`config.mk`:
```
export PLATFORM = sky130hd
export DESIGN_NAME = cell_char_sequencer
export DESIGN_NICKNAME = d
export VERILOG_FILES = /design/src/rtl/cell_char_pkg.sv /design/src/rtl/cell_char_vecgen.sv /design/src/rtl/cell_char_sequencer.sv
export SDC_FILE = /design/constraint.sdc
export NUM_CORES = 1
export LEC_CHECK = 0
export CORE_ASPECT_RATIO = 2
export CORE_UTILIZATION = 43
export DETAILED_ROUTE_END_ITERATION = 10
export GPL_TIMING_DRIVEN = 1
export PLACE_DENSITY = 0.67
export SYNTH_ARGS = -nofsm -noshare
export SYNTH_HDL_FRONTEND = slang
export SYNTH_SLANG_ARGS = --single-unit
```
`constraint.sdc`:
```
create_clock -name CLK -period 5.61 [get_ports CLK]
set_input_delay 1.122 -clock CLK [delete_from_list [all_inputs] [get_ports CLK]]
set_output_delay 1.122 -clock CLK [all_outputs]
set_load 0.02 [all_outputs]
```
`src/rtl/cell_char_pkg.sv`:
```
// Shared types and defaults for the standard-cell characterization sequencers.
package cell_char_pkg;

   // Sweep controller states.
   typedef enum logic [1:0] {
      IDLE   = 2'd0,
      SETTLE = 2'd1,
      SAMPLE = 2'd2
   } state_t;

   // Default cell under characterization: 5-input OAI221 (IN1..IN5 -> QN).
   localparam int NIN_DEF        = 5;
   localparam int SETTLE_CYC_DEF = 2;

   // Number of input vectors in a full sweep of an n-input cell.
   function automatic int nvec(input int nin);
      return 2 ** nin;
   endfunction

   localparam int NVEC = nvec(NIN_DEF);

   // Width of the settle down-counter; it must hold SETTLE_CYC itself.
   function automatic int settle_width(input int settle_cyc);
      return (settle_cyc < 1) ? 1 : $clog2(settle_cyc + 1);
   endfunction

   // Truth table of QN = !((IN1|IN2) & (IN3|IN4) & IN5), bit k = output for input index k.
   localparam logic [31:0] TT_OAI221 = 32'h111F_FFFF;

endpackage

```
`src/rtl/cell_char_vecgen.sv`:
```
// Index to stimulus vector mapping, binary or reflected Gray order.
module cell_char_vecgen #(
   parameter int NIN = 5
) (
   input  logic [NIN-1:0] idx,
   input  logic           gray,
   output logic [NIN-1:0] vec
);

   // Gray order changes exactly one cell input between consecutive vectors.
   always_comb begin
      vec = idx;
      if (gray) begin
         vec = idx ^ (idx >> 1);
      end
   end

endmodule

```
`src/rtl/cell_char_sequencer.sv`:
```
// Sweeps a combinational cell through every input vector, samples its output after a
// settle time and accumulates toggle, ones and truth-table mismatch counts.
//
// state  | meaning
// -------+-------------------------------------------------------------
// IDLE   | no sweep; VEC = 0, waiting for START
// SETTLE | current vector held on the cell inputs for SETTLE_CYC edges
// SAMPLE | next edge captures DUT_Q, updates counters, advances vector
module cell_char_sequencer
   import cell_char_pkg::*;
#(
   parameter int                  NIN        = NIN_DEF,
   parameter int                  SETTLE_CYC = SETTLE_CYC_DEF,
   parameter logic [(2**NIN)-1:0] TT         = TT_OAI221
) (
   input  logic           CLK,
   input  logic           RST,
   input  logic           START,
   input  logic           ABORT,
   input  logic           GRAY,
   output logic           BUSY,
   output logic           DONE,
   output logic [NIN-1:0] VEC,
   input  logic           DUT_Q,
   output logic [NIN:0]   TOGGLES,
   output logic [NIN:0]   ONES,
   output logic [NIN:0]   ERRS,
   output logic [NIN-1:0] FIRST_ERR_IDX,
   output logic           ERR_SEEN
);

   localparam int            SW        = settle_width(SETTLE_CYC);
   localparam logic [SW-1:0] SETTLE_LD = SW'(SETTLE_CYC);
   localparam logic [NIN-1:0] IDX_LAST = {NIN{1'b1}};

   state_t          state;
   state_t          state_nxt;
   logic [SW-1:0]   settle_cnt;
   logic [NIN-1:0]  idx;
   logic            gray_lat;
   logic            q_prev;

   logic            do_start;
   logic            do_abort;
   logic            do_sample;
   logic            do_finish;
   logic            cnt_dec;

   logic [NIN-1:0]  vg_idx;
   logic            vg_gray;
   logic [NIN-1:0]  vg_vec;
   logic            mismatch;

   // The generator always produces the vector about to be loaded: order(0) at start,
   // order(i+1) on a sample edge, using the order latched when the sweep began.
   always_comb begin
      vg_idx  = idx + NIN'(1);
      vg_gray = gray_lat;
      if (state == IDLE) begin
         vg_idx  = '0;
         vg_gray = GRAY;
      end
   end

   cell_char_vecgen #(
      .NIN (NIN)
   ) u_vecgen (
      .idx  (vg_idx),
      .gray (vg_gray),
      .vec  (vg_vec)
   );

   assign mismatch = (DUT_Q != TT[VEC]);

   // State register.
   always_ff @(posedge CLK) begin
      if (RST) begin
         state <= IDLE;
      end else begin
         state <= state_nxt;
      end
   end

   // Next-state decode and datapath strobes; ABORT is only honoured outside IDLE.
   always_comb begin
      state_nxt = state;
      do_start  = 1'b0;
      do_abort  = 1'b0;
      do_sample = 1'b0;
      do_finish = 1'b0;
      cnt_dec   = 1'b0;
      case (state)
         IDLE: begin
            if (START) begin
               do_start  = 1'b1;
               state_nxt = SETTLE;
            end
         end
         SETTLE: begin
            if (ABORT) begin
               do_abort  = 1'b1;
               state_nxt = IDLE;
            end else if (settle_cnt == SW'(1)) begin
               state_nxt = SAMPLE;
            end else begin
               cnt_dec = 1'b1;
            end
         end
         SAMPLE: begin
            if (ABORT) begin
               do_abort  = 1'b1;
               state_nxt = IDLE;
            end else begin
               do_sample = 1'b1;
               if (idx == IDX_LAST) begin
                  do_finish = 1'b1;
                  state_nxt = IDLE;
               end else begin
                  state_nxt = SETTLE;
               end
            end
         end
         default: begin
            state_nxt = IDLE;
         end
      endcase
   end

   // Vector sequencing, settle timer and result accumulators.
   always_ff @(posedge CLK) begin
      if (RST) begin
         BUSY          <= 1'b0;
         DONE          <= 1'b0;
         VEC           <= '0;
         TOGGLES       <= '0;
         ONES          <= '0;
         ERRS          <= '0;
         FIRST_ERR_IDX <= '0;
         ERR_SEEN      <= 1'b0;
         settle_cnt    <= '0;
         idx           <= '0;
         gray_lat      <= 1'b0;
         q_prev        <= 1'b0;
      end else begin
         DONE <= 1'b0;

         if (do_start) begin
            TOGGLES       <= '0;
            ONES          <= '0;
            ERRS          <= '0;
            FIRST_ERR_IDX <= '0;
            ERR_SEEN      <= 1'b0;
            gray_lat      <= GRAY;
            idx           <= '0;
            VEC           <= vg_vec;
            BUSY          <= 1'b1;
            settle_cnt    <= SETTLE_LD;
         end

         if (cnt_dec) begin
            settle_cnt <= settle_cnt - SW'(1);
         end

         if (do_sample) begin
            q_prev <= DUT_Q;
            ONES   <= ONES + {{NIN{1'b0}}, DUT_Q};
            if ((idx != '0) && (DUT_Q != q_prev)) begin
               TOGGLES <= TOGGLES + (NIN+1)'(1);
            end
            if (mismatch) begin
               ERRS <= ERRS + (NIN+1)'(1);
               if (!ERR_SEEN) begin
                  FIRST_ERR_IDX <= VEC;
                  ERR_SEEN      <= 1'b1;
               end
            end
            if (do_finish) begin
               BUSY <= 1'b0;
               DONE <= 1'b1;
               VEC  <= '0;
            end else begin
               idx        <= vg_idx;
               VEC        <= vg_vec;
               settle_cnt <= SETTLE_LD;
            end
         end

         // Partial counts are kept; the sample that would have landed is dropped.
         if (do_abort) begin
            BUSY <= 1'b0;
            VEC  <= '0;
         end
      end
   end

endmodule
```
=== After elaboration in Yosys (flattened, before gate mapping) ===
Memories as Yosys holds them, arrays and structs flattened. A register that Yosys moved wholly into a read port is not among the register bits.
Cells that the tools add are included.

* Memories kept: 1
* Register bits: 42
* Bits in read-only memories: 32
* Input bits: 6

{| class="wikitable"
|+ Memory list
! memory !! words !! width !! rd ports !! clocked after memory_dff !! write ports !! line !! RTL
|-
| (name not given) || 32 || 1 || 1 || 1 || 0 || cell_char_sequencer.sv:73 || <nowiki>assign mismatch = (DUT_Q != TT[VEC]);</nowiki>
|}

* Add/sub/neg operators: 5
* Bitwise logic cells: 2
* Mux-type cells: 54
* $lt $le $gt $ge: 1
* Equality and inequality tests: 8
* Reduce and logical (&&, ||, !) cells: 8

{| class="wikitable"
|+ Operators by type and width
! cell !! number
|-
| two-way mux 5 bit || 14
|-
| two-way mux 6 bit || 8
|-
| two-way mux 1 bit || 24
|-
| two-way mux 2 bit || 7
|-
| adder 6 x 1 -> 6 bit (second input constant) || 2
|-
| adder 6 x 1 -> 6 bit || 1
|-
| less-than comparator 5 x 6 -> 1 bit (second input constant) || 1
|-
| one-hot mux 2 bit (3 select lines) || 1
|-
| OR reduction 2 bit || 3
|-
| adder 5 x 1 -> 5 bit (second input constant) || 1
|-
| equality test 5 bit (second input constant) || 1
|-
| nonzero test 5 bit || 1
|-
| bitwise XOR 5 x 4 -> 5 bit || 1
|-
| equality test 2 x 1 -> 1 bit (second input constant) || 2
|-
| inequality test 3 bit (second input constant) || 1
|-
| equality test 2 bit (second input constant) || 1
|-
| logical NOT 2 bit || 1
|-
| inequality test 1 bit || 2
|-
| inequality test 2 bit (second input constant) || 1
|-
| AND reduction 2 bit || 1
|-
| nonzero test 2 bit || 1
|-
| subtractor 2 x 1 -> 2 bit (second input constant) || 1
|-
| logical AND 1 bit || 1
|-
| NOT 1 bit || 1
|}

=== Longest topological paths before layout ===
Gate-level depths: netlist of the first run.

* Depth after elaboration: 8
* Gate-level depth with buffers: 8
* Depth with buffers taken out: 8

=== Cells and area by module ===
A second synthesis of the first run with hierarchy kept.

* Cell total of the unflattened synthesis: 266
* Area, all modules: 2,142.1 um^2

{| class="wikitable"
|+ Modules (own cells, without submodules)
! module !! instances !! area each (um^2) !! cells each
|-
| cell_char_sequencer || 1 || 2,084.5 || 257
|-
| cell_char_vecgen || 1 || 57.6 || 9
|}

=== Worst setup path before layout of the first run ===
Ideal clock, no wire load.

* Path kind: input-to-reg
* From: input START
* To: register with a tool-made name
* Required time: 5,471 ps
* Data arrival time: 1,977 ps
* Slack: 3,494 ps
* Cell stages on the path: 6
* Cell sequence: and2_1 buf_2 nor2_2 nand3_1 o41ai_2 o221ai_1

{| class="wikitable"
|+ RTL lines
! what !! line !! RTL
|-
| from (decl) || cell_char_sequencer.sv:18 || <nowiki>input logic START,</nowiki>
|}

==> results.json, run 1 <==
{
  "grt_max_degree": 40,
  "row_count": 36,
  "hpwl_microns": 3760,
  "cts_buffers": 5,
  "start_util": 0.445,
  "slew_headroom": 0.577,
  "clk_pin_slew_ns": 0.08,
  "p_leak_nw": 0.969,
  "r2r_slack_ns": 3.35,
  "numPortBuffers": 36,
  "intPower_mw": 0.488,
  "die_width_microns": 52.2,
  "placed_cell_area_sq_mm": 0.00255,
  "seq_area_frac_synth": 0.398,
  "gr-total-overflow": 0,
  "fin_util": 0.549,
  "skew_ns": 0.00953,
  "synth_top_area_frac": 0.398,
  "area_growth_pct": 23.4,
  "power_density_mw_per_mm2": 248,
  "drt_iter0_markers": 50,
  "drive_above_1_share": 0.0753,
  "yosysUniqueCellTypes": 48,
  "top_layer_used": "met4",
  "startpoint_type": "input pin",
  "total_power_mw": 0.663,
  "worstPathArrival_ns": 2.80,
  "whs_ns": 0.469,
  "core_sq_mm": 0.00486,
  "ctsHoldBuffers": 0,
  "crit_fanout": 9,
  "cts-resized-gates": 0,
  "syn_area_per_cell_sq_um": 8.42,
  "hold_path_class": "reg -> reg",
  "drtAntennaViolNets": 0,
  "detail_route.wl_per_cell_microns": 14.6,
  "wl_met3_microns": 89,
  "final_common_cell": "dfxtp_1",
  "place_congestion": 0.891,
  "tritoncts": "built",
  "grt_setup_unrepaired": "false",
  "cts_root_buf": "clkbuf_8",
  "post_cts_buffers": 0,
  "met1_length_microns": 1980,
  "finalHoldViolations": 0,
  "status": "finished, final reports clean",
  "drcViolationCount": 0,
  "fmax_mhz": 379,
  "power_frac_seq": 0.480,
  "end_kind": "flop",
  "asyncSetResetFlopFracSynth": 0,
  "fin_tns_setup_ns": 0,
  "synthCells": 257,
  "p_sw_frac": 0.264,
  "power_frac_clock": 0.376,
  "worstPathRequired_ns": 5.77,
  "ys.flop_type": "dfxtp_1",
  "fp.dieH_microns": 102,
  "switching_power_mw": 0.175,
  "h-tree-depth": 2,
  "antenna_found_initial": 0,
  "ys_ff_latch": 43,
  "tightestPinTransition_ns": 0.631,
  "grt.total_usage": 0.212,
  "drt-pass1-iter-count": 4,
  "worstPathCellList": "clkdlybuf4s50_1 > nand2b_1 > nor3_2 > a22oi_1 > nor2_1 > o221ai_1",
  "worst_path_max_delay_cell": "clkdlybuf4s50_1",
  "antenna_cells": 0,
  "clkLatencyLatePin_ns": 0.29,
  "final_cell_mix": "43 x dfxtp_1, 36 x clkdlybuf4s50_1, 31 x nor2_1, 30 x a21oi_1, 25 x nand2_1",
  "grt_pass1_vias": 1853,
  "grt_first_pass_wirelength_microns": 8560,
  "setup_violations": 0,
  "finalMaxSlewViolations": 0,
  "clk_path_buf_depth": 2,
  "ir_drop_uv": 197,
  "max_stage_delay_ns": 0.54,
  "viasPerCell": 5.44,
  "nets": 309,
  "yosysTopAreaCell": "dfxtp_1",
  "routed-wl-met2_microns": 2930,
  "synthTopCellsByArea": "dfxtp_1 40%, a21oi_1 6.9%, ha_1 6.9%, nor2_1 5.4%, nand2_1 4.3%",
  "p_comb_frac": 0.143,
  "totalWireLength_microns": 5100,
  "synth_nets": 275,
  "clock_sinks": 43,
  "die-area_sq_mm": 0.00534,
  "io-pin-count": 37,
  "vias": 1900,
  "synth_warnings": 0,
  "min_period_ns": 2.64,
  "final_area_sq_mm": 0.00267,
  "synth_area_sq_mm": 0.00216,
  "post-route-period-util": 0.471,
  "synth-edff-count": 0,
  "drv_cap": 0,
  "critical_path_class": "in -> reg"
}
-- power by group through the flow --
stage,combinational (mW),sequential [mW],clock [mW]
finish,0.0949,0.319,0.250
global route,0.106,0.320,0.269
CTS,0.0955,0.319,0.256
detailed placement,0.0951,0.326,0
global placement,0.0939,0.326,0
floorplan,0.0656,0.327,0
-- critical path, delay by kind of cell --
family | cells | cell delay (ns)
AO/OA/AOI/OAI | 2 | 0.25
buffers and inverters | 1 | 0.54
AND/OR/NAND/NOR | 3 | 0.88
-- cells in the mapped netlist (2+ instances only) --
cell	count
or3_1	4
a211oi_1	2
buf_2	2
nand3b_1	4
buf_1	3
xnor2_1	7
and3_2	2
nand2_1	25
nor3_1	3
nand3_1	13
a21oi_1	30
mux2i_1	3
a22oi_1	4
and2_1	5
a31oi_1	3
xor2_1	3
or3b_1	2
and3_1	3
nor2_1	31
o21ai_1	4
nand4_1	3
ha_1	12
nor2b_1	3
dfxtp_1	43
inv_1	9
o21ai_0	7
nand2b_1	3
clkbuf_1	3
a21o_1	2
-- cell families (layout without fill, tap and decap cells) --
| family | Yosys count | after routing | share of synthesized area |
|---|---|---|---|
| multiplexers | 4 | 4 | 0.0191 |
| adder cells (fa/ha/maj) | 12 | 12 | 0.0694 |
| XOR/XNOR | 11 | 11 | 0.0480 |
| AO/OA/AOI/OAI | 60 | 60 | 0.168 |
| flip-flops | 43 | 43 | 0.398 |
| buffers and inverters | 19 | 54 | 0.0393 |
| AND/OR/NAND/NOR | 108 | 108 | 0.258 |
-- cell type report --
cell class                 instances  area [sq um]
multi-input combinational        195          1220
clock inverter                     2          35.0
sequential                        43           861
tap                               57          71.3
timing repair buffer              37           368
fill                             482          2190
clock buffer                       6          82.6
inverter                           9          33.8
-- sequential cells by signal, summed over array words and instances (netlist names), 2 cells and up, named ones only --
name	cells
VEC	5
TOGGLES	6
idx	5
ONES	6
FIRST_ERR_IDX	5
ERRS	6
state	2
settle_cnt	2
-- path summary, 6_finish.rpt --
path                          from               end  cells past startpoint
setup / recovery             ABORT              flop                      6
hold / removal    FIRST_ERR_IDX[3]  FIRST_ERR_IDX[3]                      2
setup reg to reg            idx[0]              flop                      7
hold reg to reg   FIRST_ERR_IDX[3]  FIRST_ERR_IDX[3]                      2
-- per-layer routing --
layer	vias to the layer above	GRT usage
li1	958	-
met1	898	0.218
met2	36	0.409
met3	8	0.0313
met4	0	0.0830
met5	-	0
-- per-stage QoR --
stage | std cells | setup slack [ns]
after global routing | 349 | 2.81
after CTS | 349 | 2.99
after global placement | 341 | 2.73
after detailed placement | 341 | 2.68
after floorplan | 257 | 3.49
final | 349 | 2.97
Note: power is estimated with default switching activity, not from simulation.
==> run 2: changes to the inputs <==
--- a/config.mk
+++ b/config.mk
@@ -9,7 +9,7 @@
 export CORE_UTILIZATION = 43
 export DETAILED_ROUTE_END_ITERATION = 10
 export GPL_TIMING_DRIVEN = 1
-export PLACE_DENSITY = 0.67
+export PLACE_DENSITY = 0.7
 export SYNTH_ARGS = -nofsm -noshare
 export SYNTH_HDL_FRONTEND = slang
 export SYNTH_SLANG_ARGS = --single-unit
==> constraint.sdc (replaced) <==
create_clock -name CLK -period 2.29 [get_ports CLK]
set_input_delay 0.458 -clock CLK [delete_from_list [all_inputs] [get_ports CLK]]
set_output_delay 0.458 -clock CLK [all_outputs]
set_load 0.02 [all_outputs]
==> run 2 against run 1 <==
  * Routed wire length is 1.7% higher
  * Power is 130% higher
  * Via count is 2.8% higher
  * Sequential share of layout area is 0.51 points lower
  * Design area is 1.6% higher
  * Die area stayed put
  * Critical path type is now reg -> reg
  * Largest cell class unchanged
==> results.json, run 2 (synthesized netlist as in run 1, its figures left out) <==
{
  "status": "finished, final reports clean",
  "worst_path_max_delay_cell": "dfxtp_1",
  "switching_power_mw": 0.445,
  "max_stage_delay_ns": 0.36,
  "viasPerCell": 5.44,
  "ir_drop_uv": 399,
  "pre_cts_ws_ns": 0.175,
  "total_power_mw": 1.52,
  "tritoncts": "built",
  "p_sw_frac": 0.292,
  "power_density_mw_per_mm2": 562,
  "row_count": 36,
  "setup_violations": 0,
  "post_cts_buffers": 0,
  "finalHoldViolations": 0,
  "intPower_mw": 1.08,
  "area_growth_pct": 25.3,
  "min_path_cells": 2,
  "clk_path_buf_depth": 2,
  "antenna_found_initial": 0,
  "worstPathRequired_ns": 2.51,
  "final_common_cell": "dfxtp_1",
  "drt_iter0_markers": 33,
  "drive_above_1_share": 0.103,
  "drt-pass1-iter-count": 4,
  "min_period_ns": 2.01,
  "io-pin-count": 37,
  "cts-resized-gates": 0,
  "clock_sinks": 43,
  "hpwl_microns": 4010,
  "h-tree-depth": 2,
  "vias": 1954,
  "register_area_sq_um": 861,
  "numPortBuffers": 36,
  "grt_setup_unrepaired": "false",
  "critical_path.most_common_cell": "ha_1",
  "cp.depth": 8,
  "worstPathArrival_ns": 2.23,
  "r2r_cells": 8,
  "slew_headroom": 0.744,
  "cpLargestDelayFamily": "adder cells",
  "clk_pin_slew_ns": 0.08,
  "fmax_mhz": 498,
  "grt.total_usage": 0.217,
  "dp_cells": 351,
  "grt_pass1_vias": 1907,
  "num-fill-cells": 471,
  "clkLatencyLatePin_ns": 0.30,
  "finalMaxSlewViolations": 0,
  "startpoint_type": "flop",
  "fp.dieH_microns": 102,
  "hold_path_class": "reg -> reg",
  "die_width_microns": 52.2,
  "multiInputGateArea_sq_mm": 0.00122,
  "post-route-period-util": 0.877,
  "gr-total-overflow": 0,
  "fin_cells": 359,
  "core_sq_mm": 0.00486,
  "power_frac_clock": 0.315,
  "skew_ns": 0.00662,
  "crit_buf_inv": 0,
  "top_regs": "ERRS x6, ONES x6, TOGGLES x6",
  "critical_path_class": "reg -> reg",
  "start_util": 0.445,
  "die-area_sq_mm": 0.00534,
  "tightestPinTransition_ns": 0.383,
  "drcViolationCount": 0,
  "grt_max_degree": 22,
  "detail_route.wl_per_cell_microns": 14.5,
  "nets": 319,
  "end_kind": "flop",
  "drtAntennaViolNets": 0,
  "final_cell_mix": "43 x dfxtp_1, 36 x clkdlybuf4s50_1, 31 x nor2_1, 30 x a21oi_1, 25 x nand2_1",
  "setup_ws_ns": 0.283,
  "worstPathCellList": "ha_1 > and3_2 > ha_1 > nand2_1 > xor2_1 > xnor2_1 > a22o_1 > o221ai_1",
  "grt_first_pass_wirelength_microns": 8600,
  "antenna_cells": 0,
  "crit_fanout": 5,
  "ctsHoldBuffers": 0,
  "cts_root_buf": "clkbuf_8",
  "power_frac_seq": 0.513,
  "p_comb_frac": 0.172,
  "totalWireLength_microns": 5190,
  "place_congestion": 0.934,
  "cts_buffers": 5,
  "fin_tns_setup_ns": 0,
  "drv_cap": 0,
  "p_leak_nw": 0.997
}
==> run 2: path summary, 6_finish.rpt <==
check | slack (ns) | startpoint | to
max | 0.28 | idx[1] | flop
min | 0.47 | FIRST_ERR_IDX[3] | FIRST_ERR_IDX[3]
max reg2reg | 0.28 | idx[1] | flop
min reg2reg | 0.47 | FIRST_ERR_IDX[3] | FIRST_ERR_IDX[3]
==> run 2: power by group through the flow <==
stage | logic (mW) | registers, mW | clock network (mW)
6_report | 0.262 | 0.782 | 0.480
2_1_floorplan | 0.161 | 0.800 | 0
4_1_cts | 0.262 | 0.782 | 0.491
5_1_grt | 0.288 | 0.785 | 0.522
3_3_place_gp | 0.255 | 0.798 | 0
3_5_place_dp | 0.261 | 0.799 | 0
==> run 2: worst reg2reg max path: cells and delay by family, from the launching register on <==
family / cells / cell delay, ns
DFF: 1 / 0.36
and+or+nand+nor: 2 / 0.30
xor gates and xnor gates: 2 / 0.29
AOI/OAI and AO/OA: 2 / 0.40
adders and majority gates: 2 / 0.58
==> run 2: per-layer routing <==
layer	GRT usage	share of wire	up-vias
met5	0	0	-
met2	0.423	0.59	46
li1	-	-	983
met4	0.103	0.023	0
met3	0.0327	0.029	10
met1	0.208	0.36	915
==> run 2: area by class of cell <==
type	instances	share of cell area
Clock buffer	6	0.0268
Clock inverter	2	0.00461
Inverter	9	0.0125
Multi-Input combinational cell	195	0.449
Sequential cell	43	0.317
Tap cell	57	0.0263
Timing Repair Buffer	47	0.163
==> run 2: per-stage QoR <==
step	utilization	hold WS [ns]	cell area, sq um
after floorplan	-	0.467	2160
after detailed placement	0.540	0.465	2630
after CTS	0.558	0.477	2710
final	0.558	0.470	2710
after global placement	0.540	0.460	2630
after global routing	0.558	0.499	2710
